===== src/rtl/onchip_mem_arbiter.sv =====
// onchip_mem_arbiter: two Avalon-MM masters sharing one single-port RAM.
// Round-robin grant, out-of-range trapping, optional zero-fill after reset.
module onchip_mem_arbiter #(
    parameter int          DEPTH          = 2500,
    parameter int          ADDR_W         = 12,
    parameter bit          CLEAR_ON_RESET = 1'b1,
    parameter logic [31:0] ERR_DATA       = 32'hDEADBEEF
) (
    input  logic              clk,
    input  logic              reset_n,
    input  logic [ADDR_W-1:0] a_address,
    input  logic [3:0]        a_byteenable,
    input  logic              a_read,
    input  logic              a_write,
    input  logic [31:0]       a_writedata,
    output logic              a_waitrequest,
    output logic              a_readdatavalid,
    output logic [31:0]       a_readdata,
    input  logic [ADDR_W-1:0] b_address,
    input  logic [3:0]        b_byteenable,
    input  logic              b_read,
    input  logic              b_write,
    input  logic [31:0]       b_writedata,
    output logic              b_waitrequest,
    output logic              b_readdatavalid,
    output logic [31:0]       b_readdata,
    output logic [ADDR_W-1:0] mem_address,
    output logic [3:0]        mem_byteenable,
    output logic              mem_chipselect,
    output logic              mem_write,
    output logic [31:0]       mem_writedata,
    output logic              mem_clken,
    input  logic [31:0]       mem_readdata,
    output logic              busy_clearing,
    output logic              range_err
);

    typedef enum logic {CLEAR, ARB} state_t;

    localparam logic [ADDR_W:0]   DEPTH_W   = (ADDR_W + 1)'(DEPTH);
    localparam logic [ADDR_W-1:0] LAST      = ADDR_W'(DEPTH - 1);
    localparam state_t            RST_STATE = CLEAR_ON_RESET ? CLEAR : ARB;

    state_t            state_q, state_d;
    logic [ADDR_W-1:0] cnt_q, cnt_d;
    logic              rr_q, rr_d;
    logic              a_pend_q, a_pend_d, b_pend_q, b_pend_d;
    logic              a_erd_q, a_erd_d, b_erd_q, b_erd_d;
    logic              rerr_q, rerr_d;

    logic a_req, b_req, a_in, b_in, arb_en, a_gnt, b_gnt;
    logic g_in, g_wr, g_rd;

    assign a_req  = a_read | a_write;
    assign b_req  = b_read | b_write;
    assign a_in   = {1'b0, a_address} < DEPTH_W;
    assign b_in   = {1'b0, b_address} < DEPTH_W;
    assign arb_en = reset_n && (state_q == ARB);
    // rr_q low means A wins the next contention
    assign a_gnt  = arb_en && a_req && (!b_req || !rr_q);
    assign b_gnt  = arb_en && b_req && (!a_req || rr_q);

    // Fields of whichever master holds the grant; write beats read
    assign g_in = b_gnt ? b_in : a_in;
    assign g_wr = b_gnt ? b_write : a_write;
    assign g_rd = (b_gnt ? b_read : a_read) & ~g_wr;

    assign a_waitrequest   = !a_gnt;
    assign b_waitrequest   = !b_gnt;
    assign a_readdatavalid = reset_n & (a_pend_q | a_erd_q);
    assign b_readdatavalid = reset_n & (b_pend_q | b_erd_q);
    assign a_readdata      = a_erd_q ? ERR_DATA : mem_readdata;
    assign b_readdata      = b_erd_q ? ERR_DATA : mem_readdata;
    assign range_err       = reset_n & rerr_q;
    assign busy_clearing   = (state_q == CLEAR);
    assign mem_clken       = reset_n;

    // Next state, RAM-side mux and response bookkeeping
    always_comb begin
        state_d        = state_q;
        cnt_d          = cnt_q;
        rr_d           = rr_q;
        a_pend_d       = 1'b0;
        b_pend_d       = 1'b0;
        a_erd_d        = 1'b0;
        b_erd_d        = 1'b0;
        rerr_d         = 1'b0;
        mem_address    = '0;
        mem_byteenable = 4'h0;
        mem_chipselect = 1'b0;
        mem_write      = 1'b0;
        mem_writedata  = 32'h0;
        unique case (state_q)
            CLEAR: begin
                if (reset_n) begin
                    mem_chipselect = 1'b1;
                    mem_write      = 1'b1;
                    mem_byteenable = 4'hF;
                    mem_address    = cnt_q;
                    cnt_d          = cnt_q + ADDR_W'(1);
                    if (cnt_q == LAST) begin
                        cnt_d   = '0;
                        state_d = ARB;
                    end
                end
            end
            ARB: begin
                if (a_gnt || b_gnt) begin
                    mem_address    = b_gnt ? b_address : a_address;
                    mem_byteenable = b_gnt ? b_byteenable : a_byteenable;
                    mem_writedata  = b_gnt ? b_writedata : a_writedata;
                    mem_chipselect = g_in;
                    mem_write      = g_in & g_wr;
                    a_pend_d       = a_gnt & g_rd & g_in;
                    b_pend_d       = b_gnt & g_rd & g_in;
                    a_erd_d        = a_gnt & g_rd & !g_in;
                    b_erd_d        = b_gnt & g_rd & !g_in;
                    rerr_d         = !g_in;
                    rr_d           = a_gnt;
                end
            end
            default: ;
        endcase
    end

    // State registers with synchronous active-low reset
    always_ff @(posedge clk) begin
        if (!reset_n) begin
            state_q  <= RST_STATE;
            cnt_q    <= '0;
            rr_q     <= 1'b0;
            a_pend_q <= 1'b0;
            b_pend_q <= 1'b0;
            a_erd_q  <= 1'b0;
            b_erd_q  <= 1'b0;
            rerr_q   <= 1'b0;
        end else begin
            state_q  <= state_d;
            cnt_q    <= cnt_d;
            rr_q     <= rr_d;
            a_pend_q <= a_pend_d;
            b_pend_q <= b_pend_d;
            a_erd_q  <= a_erd_d;
            b_erd_q  <= b_erd_d;
            rerr_q   <= rerr_d;
        end
    end

endmodule


===== config.mk =====
export PLATFORM = sky130hd
export DESIGN_NAME = onchip_mem_arbiter
export DESIGN_NICKNAME = d
export VERILOG_FILES = /design/src/rtl/onchip_mem_arbiter.sv
export SDC_FILE = /design/constraint.sdc
export NUM_CORES = 1
export LEC_CHECK = 0
export BUFFER_PORTS_ARGS = -buffer_cell sky130_fd_sc_hd__buf_2
export CORE_AREA = 2 2 99 101
export DETAILED_ROUTE_END_ITERATION = 12
export DIE_AREA = 0 0 101 103
export HOLD_SLACK_MARGIN = 0.05
export PLACE_DENSITY_LB_ADDON = 0.25
export SLEW_MARGIN = 20
export SYNTH_ARGS = -nofsm -noshare
export SYNTH_HDL_FRONTEND = slang
export SYNTH_SLANG_ARGS = --single-unit

===== constraint.sdc =====
create_clock -name clk -period 2 [get_ports clk]
set_clock_uncertainty 0.05 [all_clocks]
set_input_delay 0.2 -clock clk [delete_from_list [all_inputs] [get_ports clk]]
set_output_delay 0.2 -clock clk [all_outputs]
set_load 0.005 [all_outputs]

==> flow_summary.json, run 1 <==
{
  "die_w_um": 101,
  "timing.fmax_mhz": 506.6,
  "drv_slew": 0,
  "holdWs_ns": 0.1628,
  "wire_per_inst_um": 13.81,
  "worstMarginPinSlew_ns": 0.6652,
  "drv_cap": 0,
  "cts_tree": "done",
  "drc_errors": 0,
  "fin_util_pct": 41.12,
  "dr_total_vias": 3322,
  "ant_nets": 0,
  "required_ns": 1.75,
  "io_buffers": 254,
  "cp_max_fo": 8,
  "antenna_found_initial": 0,
  "finalHoldViolations": 0,
  "insertedDiodeCount": 0,
  "p_per_area_nw_per_um2": 270.5,
  "setup_viol": 0,
  "yosysSeqAreaShare_pct": 17.32,
  "period_share_pct": 98.69,
  "yosysTopAreaCellShare_pct": 17.32,
  "netlist.top_cell.by_area": "dfxtp_1",
  "drt_first_iter_violations": 126,
  "clock_path_buffers": 2,
  "cts_max_level": 1,
  "slew_headroom_pct": 55.59,
  "fin_crit_ns": 1.974,
  "yosysMostFrequentCell": "nand2_1",
  "yosys-top-cells-area": "dfxtp_1 (17%), nand2_1 (15%), or2_2 (14%), a21oi_1 (8.0%), mux2i_1 (6.8%)",
  "clk_latency_ns": 0.26,
  "peakVddDrop_v": 0.0001393,
  "clk_pin_slew_worst_paths_ns": 0.07,
  "yosys_warnings": 0,
  "status": "finished, final reports clean",
  "synthTopCellsByCount": "nand2_1 (87), or2_2 (48), a21oi_1 (35)",
  "rows": 36,
  "die_h_um": 103,
  "grt-ovfl-total": 0,
  "rsz0062_at_grt": "true",
  "avgSynthCellArea_um2": 6.365,
  "p_total_mw": 1.052,
  "dp_hpwl_mm": 8.228,
  "yosysUniqueCellTypes": 44,
  "wl_mm": 9.914,
  "critical_path.endpoint_type": "output pin",
  "grt.total_usage_pct": 16.86,
  "syn_inst": 345,
  "ios": 255,
  "drive_gt1_share_pct": 58.28,
  "synth-edff-count": 0,
  "syn2layout_area_growth_pct": 77.15,
  "viasPerCell": 4.627,
  "syn-cell-area_um2": 2196,
  "coreArea_um2": 9459,
  "cp-start-kind": "flip-flop",
  "initial_core_util_pct": 23.21,
  "synth.net_count": 480,
  "fillers": 988,
  "async_flop_share_pct": 0,
  "grt_max_degree": 35,
  "multi_input_area_um2": 1754,
  "clockRootBuffer": "clkbuf_8",
  "first_global_vias": 2921,
  "p_leak_nw": 2.121,
  "gp_congestion": 0.8870,
  "setup_tns_ns": 0,
  "grt_pass1_wl_mm": 14.01,
  "fin_ws_ns": 0.02614,
  "synth-main-ff-cell": "dfxtp_1",
  "synth_seq_cells": 19,
  "register_area_um2": 382.9,
  "criticalPathCategory": "flip-flop to output pin",
  "worstPathArrival_ns": 1.72,
  "nets": 740,
  "dr.pass1.iters": 4,
  "hold_class": "input pin to flip-flop",
  "clock_sinks": 19,
  "preCtsSetupSlack_ns": 0.08201,
  "numCtsBuffers": 3,
  "die_area_um2": 10400
}
[path summary, 6_finish.rpt]
path / cells after the start / endpoint / startpoint / slack, ns
setup / recovery: 7 / mem_address[6] / rr_q / 0.03
hold / removal: 2 / b_erd_q / b_write / 0.16
setup reg to reg: 4 / cnt_q[10] / cnt_q[10] / 0.21
hold reg to reg: 2 / cnt_q[11] / cnt_q[11] / 0.45
[worst max-delay path, cell delays in order (launching register included)]
cell	delay, ns
dfxtp_2	0.34
o21ba_4	0.17
nor3_4	0.14
buf_12	0.15
buf_12	0.14
mux2i_4	0.25
o22ai_2	0.12
buf_2	0.15
[per-stage QoR]
step | area (um^2) | instances
2_1_floorplan | 2196 | 345
3_3_place_gp | 3717 | 710
3_5_place_dp | 3717 | 710
4_1_cts | 3886 | 718
5_1_grt | 3890 | 718
6_report | 3890 | 718
[kinds of logic (layout without fill, tap and decap cells)]
family | count (synthesis) | in the layout | share of synthesized area [%]
flip-flops | 19 | 19 | 17.32
adder cells (fa/ha/maj) | 1 | 1 | 0.5697
AO/OA/AOI/OAI | 78 | 78 | 21.08
multiplexers | 15 | 15 | 6.837
AND/OR/NAND/NOR | 195 | 195 | 45.47
buffers and inverters | 31 | 290 | 6.324
XOR/XNOR | 6 | 6 | 2.393
[layout by cell type, fill, tap and decap left out, types with 4 or more instances in the layout]
cell / n
a21oi_1: 33
a31oi_1: 5
buf_12: 5
buf_2: 254
buf_4: 21
dfxtp_1: 17
inv_1: 4
mux2i_1: 12
nand2_1: 85
nand4_1: 5
nor2_1: 10
nor2b_1: 18
o21ai_0: 16
o21ai_1: 4
or2_2: 48
xnor2_1: 4
[final cells by class]
| class | count | area share [%] |
|---|---|---|
| Clock inverter | 1 | 0.1287 |
| Inverter | 5 | 0.6111 |
| Sequential cell | 19 | 9.842 |
| Tap cell | 114 | 3.667 |
| Clock buffer | 3 | 1.061 |
| Multi-Input combinational cell | 295 | 45.09 |
| Timing Repair Buffer | 281 | 39.59 |
[state kept, by name, summed over array words and instances, names as in the netlist]
name and count:
a_erd_q 1, a_pend_q 1, b_erd_q 1, b_pend_q 1
cnt_q 12, rerr_q 1, rr_q 1, state_q 1
[routing by layer]
layer | global-route usage, % | wire length [um]
met1 | 20.31 | 3925
met2 | 33.13 | 5188
met3 | 1.356 | 748
met4 | 2.495 | 52
met5 | 0 | 0
[power breakdown]
group          switching [mW]  total (mW)  internal [mW]
clock network           0.129       0.267          0.139
registers             0.00273       0.386          0.383
logic                   0.167       0.399          0.232
total                   0.299        1.05          0.754
[what timing repair did]
action / CTS / global route
hold buffers: 0 / 0
resized for setup: 16 / 8
cloned: 1 / 0
pin swaps: 2 / 3
endpoints found under the setup margin: 50 / 53
setup buffers: 3 / 1
Note: power is estimated with default switching activity, not from simulation.
==> run 2, diff against run 1 <==
Settings changed: ABC_AREA from default to 1.
==> run 2 against run 1 <==
First-iteration DRC count rose by 12%. Register-to-register slack gained 0.17 ns. Final cell count up 23%. Hold slack improved by 0.056 ns. Area after synthesis is 15% higher. Clock power increased by 2%. Sequential cell count is the same. Core utilization grew 1.6 points. Global-route usage down 0.12 points. Sequential share of layout area fell by 0.39 points. Critical endpoint is now mem_byteenable[1]. Largest power group is now sequential cells. Highest routed layer unchanged.
==> flow_summary.json, run 2 <==
{
  "yosys-top-cells-area": "nand2_1 (33%), dfxtp_1 (15%), inv_1 (15%), nor2_1 (8.3%), o21ai_0 (5.1%)",
  "fin_crit_ns": 1.910,
  "die_w_um": 101,
  "cts_tree": "done",
  "cp_max_fo": 24,
  "rr_worst_depth": 6,
  "yosysTopAreaCellShare_pct": 33.00,
  "period_share_pct": 95.51,
  "final_cell_mix": "buf_2 (254), nand2_1 (223), inv_1 (101)",
  "clock_path_buffers": 2,
  "p_int_mw": 0.7251,
  "coreArea_um2": 9459,
  "dr.pass1.iters": 4,
  "drv_cap": 0,
  "ant_nets": 0,
  "p_leak_nw": 2.893,
  "initial_core_util_pct": 26.81,
  "power.switching_mw": 0.3259,
  "antenna_found_initial": 0,
  "yosysMostFrequentCell": "nand2_1",
  "synthTopCellsByCount": "nand2_1 (223), inv_1 (101), nor2_1 (56)",
  "fin_ws_ns": 0.08975,
  "slew_headroom_pct": 57.49,
  "syn2layout_area_growth_pct": 59.20,
  "dp_hpwl_mm": 8.415,
  "async_flop_share_pct": 0,
  "yosysUniqueCellTypes": 26,
  "layout_commonest_cell": "buf_2",
  "p_per_area_nw_per_um2": 260.3,
  "drive_gt1_share_pct": 38.25,
  "numCtsBuffers": 3,
  "dpl_cell_area_um2": 3906,
  "cts_max_level": 1,
  "power_frac_clock_pct": 25.8,
  "yosys_warnings": 0,
  "largest_reg_flops": 12,
  "clock_sinks": 19,
  "insertedDiodeCount": 0,
  "fillers": 1026,
  "finalHoldViolations": 0,
  "grt.total_usage_pct": 16.74,
  "io_buffers": 254,
  "hold_class": "input pin to flip-flop",
  "drc_errors": 0,
  "power_switching_share_pct": 31.00,
  "rsz0062_at_grt": "false",
  "worstMarginPinSlew_ns": 0.6369,
  "first_global_vias": 3257,
  "seq_power_share_pct": 37.2,
  "critPathMaxStageDelay_ns": 0.35,
  "slowest_stage": "dfxtp_2",
  "final_cell_area_um2": 4038,
  "preCtsSetupSlack_ns": 0.2105,
  "avgSynthCellArea_um2": 4.877,
  "timing.fmax_mhz": 523.5,
  "nets": 902,
  "wl_mm": 10.09,
  "worstPathArrival_ns": 1.66,
  "clk_latency_ns": 0.25,
  "wire_per_inst_um": 11.47,
  "required_ns": 1.75,
  "viasPerCell": 4.413,
  "holdPathStages": 4,
  "gp_congestion": 0.8807,
  "die_h_um": 103,
  "syn_inst": 520,
  "clk_pin_slew_worst_paths_ns": 0.07,
  "synth_seq_cells": 19,
  "finalNonFillerCells": 880,
  "synth-edff-count": 0,
  "setup_viol": 0,
  "synth.net_count": 655,
  "setup_tns_ns": 0,
  "criticalPathCategory": "flip-flop to output pin",
  "grt-ovfl-total": 0,
  "clockRootBuffer": "clkbuf_8",
  "die_area_um2": 10400,
  "peakVddDrop_v": 0.0001692,
  "syn-cell-area_um2": 2536,
  "dr_total_vias": 3883,
  "netlist.top_cell.by_area": "nand2_1",
  "critical_path.endpoint_type": "output pin",
  "synth-main-ff-cell": "dfxtp_1",
  "path_cells": "nand2_4 -> nor2_4 -> nand2_4 -> buf_12 -> or2_2 -> o21ai_0 -> o21ai_0 -> buf_2",
  "status": "finished, final reports clean",
  "yosysSeqAreaShare_pct": 15.00,
  "p_comb_share_pct": 37.0,
  "grt_pass1_wl_mm": 14.41,
  "cp-start-kind": "flip-flop",
  "regMostFlops": "cnt_q",
  "drv_slew": 0,
  "drt_first_iter_violations": 141,
  "rows": 36,
  "ios": 255,
  "dp.cells": 872,
  "grt_max_degree": 28
}
run 2: changes by cell type after synthesis, moves of 9 or more:
cell	delta
clkbuf_1	-9
nor2b_1	-18
o22ai_1	+12
nand3_1	+11
a21oi_1	-33
or2_2	-43
nand2_1	+136
inv_1	+97
nor2_1	+46
mux2i_1	-15
run 2: worst paths after layout:
| path | end | from | slack [ns] |
|---|---|---|---|
| hold reg to reg | cnt_q[9] | cnt_q[9] | 0.43 |
| setup reg to reg | cnt_q[10] | cnt_q[0] | 0.38 |
| hold / removal | b_erd_q | b_write | 0.22 |
| setup / recovery | mem_byteenable[1] | state_q | 0.09 |
run 2: layer usage:
layer	track usage, %	part of all wire, %	vias to the layer above
li1	-	-	2018
met1	18.54	39	1675
met2	33.74	52	180
met3	2.102	7.5	10
met4	3.742	1.1	0
met5	0	0	-
run 2: stage by stage:
step | hold slack [ns] | utilization (%) | power [mW]
2_1_floorplan | 0.3472 | - | 0.5527
3_3_place_gp | 0.4207 | 41.30 | 0.7830
3_5_place_dp | 0.4282 | 41.30 | 0.7871
4_1_cts | 0.2179 | 42.45 | 1.052
5_1_grt | 0.2623 | 42.69 | 1.123
6_report | 0.2187 | 42.69 | 1.051
run 2: critical path, delay by kind of cell, from the launching register on:
kind | cells | cell delay (ns)
flip-flops | 1 | 0.35
buffers and inverters | 2 | 0.33
AND/OR/NAND/NOR | 4 | 0.56
AO/OA/AOI/OAI | 2 | 0.16
run 2: cell type report:
class / instances / area, um^2 / area share, %
Clock buffer: 3 / 41.29 / 1.023
Clock inverter: 1 / 5.005 / 0.1240
Inverter: 106 / 402.9 / 9.978
Multi-Input combinational cell: 371 / 1640 / 40.63
Sequential cell: 19 / 381.6 / 9.452
Tap cell: 114 / 142.6 / 3.533
Timing Repair Buffer: 266 / 1424 / 35.27
run 2: power groups by stage:
stage / combinational, mW / sequential, mW / clock, mW
3_5_place_dp: 0.388 / 0.399 / 0
2_1_floorplan: 0.156 / 0.397 / 0
3_3_place_gp: 0.384 / 0.399 / 0
6_report: 0.389 / 0.390 / 0.272
5_1_grt: 0.442 / 0.391 / 0.290
4_1_cts: 0.391 / 0.390 / 0.271
run 2: cells by family after synthesis:
group                    synth area share [%]
AND/OR/NAND/NOR                         51.21
buffers and inverters                   21.26
XOR/XNOR                                2.417
adder cells (fa/ha/maj)                0.4933
flip-flops                              15.00
AO/OA/AOI/OAI                           9.620
run 2: repair_timing:
| action | CTS | global route |
|---|---|---|
| setup buffers | 0 | 3 |
| cloned | 1 | 0 |
| pin swaps | 0 | 3 |
| hold buffers | 0 | 0 |
| setup endpoints to repair | 45 | 10 |
| resized for setup | 7 | 3 |
